<file path="config.mk">
export PLATFORM = sky130hd
export DESIGN_NAME = fetch_unit
export DESIGN_NICKNAME = d
export VERILOG_FILES = /design/src/rtl/fetch_unit.sv
export SDC_FILE = /design/constraint.sdc
export NUM_CORES = 1
export LEC_CHECK = 0
export ABC_AREA = 1
export BUFFER_PORTS_ARGS = -buffer_cell sky130_fd_sc_hd__buf_2
export CAP_MARGIN = 15
export CORE_MARGIN = 2
export CORE_UTILIZATION = 39
export CTS_BUF_LIST = sky130_fd_sc_hd__clkbuf_8 sky130_fd_sc_hd__clkbuf_16
export DETAILED_ROUTE_END_ITERATION = 16
export PLACE_DENSITY = 0.63
export SYNTH_ARGS = -nofsm -noshare
export SYNTH_HDL_FRONTEND = slang
export SYNTH_SLANG_ARGS = --single-unit
</file>
<file path="constraint.sdc">
create_clock -name clock -period 1.7 [get_ports clock]
set_input_delay 0.51 -clock clock [delete_from_list [all_inputs] [get_ports clock]]
set_output_delay 0.51 -clock clock [all_outputs]
set_load 0.02 [all_outputs]
</file>
<file path="src/rtl/fetch_unit.sv">
// Fetch stage: owns the program counter, addresses instruction memory and
// registers the fetched instruction/PC pair for the read stage.
module fetch_unit #(
    parameter int unsigned            ADDRESS_SIZE     = 10,
    parameter int unsigned            INSTRUCTION_SIZE = 16,
    parameter int unsigned            OPCODE_SIZE      = 7,
    parameter logic [OPCODE_SIZE-1:0] NOP_OPCODE       = 7'd0,
    parameter logic [OPCODE_SIZE-1:0] HALT_OPCODE      = 7'd1
) (
    input  logic                        clock,
    input  logic                        reset,
    input  logic                        stall,
    input  logic                        jump,
    input  logic [ADDRESS_SIZE-1:0]     jump_address,
    input  logic [INSTRUCTION_SIZE-1:0] memory_data,
    output logic [ADDRESS_SIZE-1:0]     memory_address,
    output logic [ADDRESS_SIZE-1:0]     pc,
    output logic [INSTRUCTION_SIZE-1:0] instruction,
    output logic                        halted
);

    typedef enum logic [0:0] {
        ST_RUN    = 1'b0,
        ST_HALTED = 1'b1
    } state_t;

    localparam logic [ADDRESS_SIZE-1:0]     PC_ONE = {{(ADDRESS_SIZE-1){1'b0}}, 1'b1};
    localparam logic [INSTRUCTION_SIZE-1:0] BUBBLE = {INSTRUCTION_SIZE{1'b0}};

    state_t                        r_state;
    logic [ADDRESS_SIZE-1:0]       r_fetch_pc;
    logic [ADDRESS_SIZE-1:0]       r_pc;
    logic [INSTRUCTION_SIZE-1:0]   r_instruction;
    logic                          r_halted;

    logic [OPCODE_SIZE-1:0]        w_opcode;
    logic                          w_is_halt;
    logic [ADDRESS_SIZE-1:0]       w_pc_next;

    assign w_opcode  = memory_data[INSTRUCTION_SIZE-1 -: OPCODE_SIZE];
    assign w_is_halt = (w_opcode == HALT_OPCODE);
    assign w_pc_next = r_fetch_pc + PC_ONE;

    // PC, fetch/read pipeline registers and RUN/HALTED control; jump beats stall.
    always_ff @(posedge clock or negedge reset) begin
        if (!reset) begin
            r_state       <= ST_RUN;
            r_fetch_pc    <= {ADDRESS_SIZE{1'b0}};
            r_pc          <= {ADDRESS_SIZE{1'b0}};
            r_instruction <= BUBBLE;
            r_halted      <= 1'b0;
        end else if (jump) begin
            // A stall may belong to a wrong-path instruction, so it must not block the redirect.
            r_state       <= ST_RUN;
            r_fetch_pc    <= jump_address;
            r_pc          <= {ADDRESS_SIZE{1'b0}};
            r_instruction <= BUBBLE;
            r_halted      <= 1'b0;
        end else if (stall) begin
            r_state       <= r_state;
            r_fetch_pc    <= r_fetch_pc;
            r_pc          <= r_pc;
            r_instruction <= r_instruction;
            r_halted      <= r_halted;
        end else begin
            case (r_state)
                ST_RUN: begin
                    r_pc          <= r_fetch_pc;
                    r_instruction <= memory_data;
                    if (w_is_halt) begin
                        r_fetch_pc <= r_fetch_pc;
                        r_state    <= ST_HALTED;
                        r_halted   <= 1'b1;
                    end else begin
                        r_fetch_pc <= w_pc_next;
                        r_state    <= ST_RUN;
                        r_halted   <= 1'b0;
                    end
                end
                ST_HALTED: begin
                    r_fetch_pc    <= r_fetch_pc;
                    r_pc          <= {ADDRESS_SIZE{1'b0}};
                    r_instruction <= BUBBLE;
                    r_state       <= ST_HALTED;
                    r_halted      <= 1'b1;
                end
                default: begin
                    r_fetch_pc    <= {ADDRESS_SIZE{1'b0}};
                    r_pc          <= {ADDRESS_SIZE{1'b0}};
                    r_instruction <= BUBBLE;
                    r_state       <= ST_RUN;
                    r_halted      <= 1'b0;
                end
            endcase
        end
    end

    assign memory_address = r_fetch_pc;
    assign pc             = r_pc;
    assign instruction    = r_instruction;
    assign halted         = r_halted;

endmodule

</file>
==> flow_summary_export.csv <==
group,metric,value,unit
run,cap_violations,0,
pwr,power_density,909.3,nW/um2
yosys,synthXorXnorAreaFrac,1.403,%
yosys,synth.area.top_cells,"dfrtp_1 (49%), nand3_1 (15%), nand2_1 (12%)",
pwr,sequentialPowerShare,48.8,%
yosys,synth.top_cell.area_share,49.43,%
worst_setup_path,reg2reg_depth,8,
yosys,synth_seq_cells,37,
grt,grt_pass1_wl,7362,um
floorplanning,pin_count,67,
floorplanning,die-width,73.30,um
worst_setup_path,slowest_delay,0.48,ns
clocking,worstSkewPairLatency,0.29,ns
worst_setup_path,crit_fanout,3,
pwr,p_int,1.403,mW
yosys,synth_nets,251,
route,drt_iter0_drc,88,
yosys,synth_top_family_by_area,"simple AND/OR/NAND/NOR gates",
pwr,finalPower,2.106,mW
pwr,combPwrFrac,22.6,%
grt,globalRouteOverflowTotal,0,
route,antenna_left,0,
pwr,vdd_drop_max,0.3124,mV
outcome,status,"finished clean",
route,finalWirelength,4509,um
pwr,switching_power,0.7029,mW
floorplanning,core-area,4692,um2
yosys,yosysTopAreaCell,"dfrtp_1",
finish,area_growth,23.65,%
yosys,synth_compound_gate_area_share,8.550,%
route,first_pass_iters,4,
placed_design,gp_congestion,0.7921,
timing,period_share,88.30,%
finish,layout.nets,316,
worst_setup_path,worstPathRequired,1.19,ns
placed_design,post-dp-hpwl,3230,um
timing,finalSetupTns,0,ns
timing,slew_violations,0,
min_path,hold_class,"input pin to async pin",
worst_setup_path,crit_path_top_delay_cell,"dfrtp_1",
route,wl_per_cell,13.26,um
clocking,post_cts_resized,0,
yosys,synthCells,220,
clocking,clockRootBuffer,"clkbuf_8",
timing,worst_slew_pin_slew,0.3741,ns
grt,antenna_found_initial,0,
finish,finalNonFillerCells,340,
clocking,cts_setup_buffers,0,
yosys,ys_top_cells_by_count,"nand2_1 (59), nand3_1 (56), dfrtp_1 (37), inv_1 (16), o31ai_1 (13)",
yosys,yosysSeqAreaShare,49.43,%
route,vias,1727,
timing,rsz0062_at_grt,"no",
yosys,async_flop_share,100.0,%
grt,grt_max_degree,28,
timing,period_minus_slack,1.501,ns
timing,setup_viol_count_final,0,
timing,fmax,0.6662,GHz
yosys,yosysUniqueCellTypes,22,
route,drc_errors,0,
worst_setup_path,critPathLaunchType,"register",
yosys,synthAdderAreaFrac,0.6680,%
clocking,hold_buffers,0,
yosys,synth_area_per_cell,8.514,um2
yosys,synthMuxAreaShare,0,%
floorplanning,dieArea,5373,um2
yosys,synth_edf_count,0,
worst_setup_path,crit_type,"register to output pin",
timing,max-slew-margin-rel,75.06,%
timing,clock-skew-final,0.003375,ns
finish,drive_gt1_share,32.52,%
floorplanning,rows,25,
worst_setup_path,crit_path_cell_trace,"buf_2",
clocking,clkTransAtPathRegs,0.08,ns
placed_design,portBuffers,66,
clocking,cts_buffer_depth,2,
floorplanning,start_util,39.92,%
grt,grt_usage,17.78,%
finish,antenna_cells,0,
worst_setup_path,cp_num_buf_inv,1,
yosys,synthesis.area,1873,um2
clocking,htreeDepth,2,
pwr,swShare,33.38,%
finish,n_fill_cell,483,
yosys,yosys.area_share.simple,30.93,%
yosys,synth.most_common_cell,"nand2_1",
clocking,cts_tree,"built",
grt,first_global_vias,1586,
placed_design,place_inst,332,
clocking,cts.sinks,37,
pwr,p_leak,1.293,nW
worst_setup_path,cp.depth,1,
worst_setup_path,endpoint_kind,"output pin",
pwr,clkPwrFrac,28.6,%
clocking,cts_buffers,5,
floorplanning,fp.dieH,73.30,um
route,avgViaCountPerCell,5.079,
yosys,synth_top_flop_cell,"dfrtp_1",
timing,hold_violations,0,
worst_setup_path,critPathTopFamily,"flip-flops",
worst_setup_path,arrival,0.99,ns
yosys,yosysWarnings,0,
timing,holdWs,0.1267,ns
finish,fin_util,49.36,%
[path summary, 6_finish.rpt]
path / slack [ns] / startpoint / endpoint
worst max-delay path: 0.20 / halted$_DFFE_PN0P_ / halted
worst min-delay path: 0.13 / reset / instruction[9]$_DFFE_PN0P_
worst max register to register: 0.43 / memory_address[0]$_DFFE_PN0P_ / memory_address[4]$_DFFE_PN0P_
worst min register to register: 0.51 / instruction[15]$_DFFE_PN0P_ / instruction[15]$_DFFE_PN0P_
max in group asynchronous: 1.13 / reset / memory_address[9]$_DFFE_PN0P_
min in group clock: 0.43 / jump_address[8] / memory_address[8]$_DFFE_PN0P_
[power by group through the flow]
stage	clock network (mW)	registers, mW	logic, mW
after floorplan	0	1.12	0.226
after global placement	0	1.04	0.478
after detailed placement	0	1.04	0.483
after CTS	0.620	1.03	0.484
after global routing	0.667	1.04	0.531
final	0.602	1.03	0.476
[through the flow]
stage          instance area, um2  setup WS (ns)
4_1_cts                      2316         0.1920
6_report                     2316         0.1989
2_1_floorplan                1873         0.4163
5_1_grt                      2316         0.1573
3_5_place_dp                 2230         0.2669
3_3_place_gp                 2230         0.2986
[per-layer routing]
layer  GRT usage [%]  part of all wire, %  vias up
met5               0                    0        -
met4           4.848                  1.2        0
met3           5.213                  5.8        7
met2           29.03                   47       50
met1           23.13                   46      812
li1                -                    -      858
[cell families after synthesis]
kind of cell / after synthesis
AND/OR/NAND/NOR: 126
AO/OA/AOI/OAI: 21
adder cells (fa/ha/maj): 1
buffers and inverters: 32
flip-flops: 37
XOR/XNOR: 3
[final cells by class]
cell class / instances / area [um2] / share of cell area [%]
Clock inverter: 3 / 17.52 / 0.7563
Tap cell: 54 / 67.56 / 2.917
Clock buffer: 5 / 68.82 / 2.971
Timing Repair Buffer: 72 / 387.9 / 16.75
Inverter: 18 / 70.07 / 3.025
Multi-Input combinational cell: 151 / 778.2 / 33.60
Sequential cell: 37 / 925.9 / 39.98
[flip-flops by register name, indices dropped and copies added, names as in the netlist]
| register | cells |
|---|---|
| halted | 1 |
| instruction | 16 |
| memory_address | 10 |
| pc | 10 |
[cells in the final DEF, fill, tap and decap left out, types with 5 or more instances in the layout]
| master | Yosys | final |
|---|---|---|
| o31ai_1 | 13 | 13 |
| buf_2 | 4 | 66 |
| nor2_1 | 6 | 6 |
| buf_4 | 5 | 5 |
| clkbuf_8 | 0 | 5 |
| nand3_1 | 56 | 56 |
| nand2_1 | 59 | 59 |
| inv_1 | 16 | 16 |
| dfrtp_1 | 37 | 37 |
| o21ai_2 | 5 | 5 |
Power figures use the tool's default switching activity.
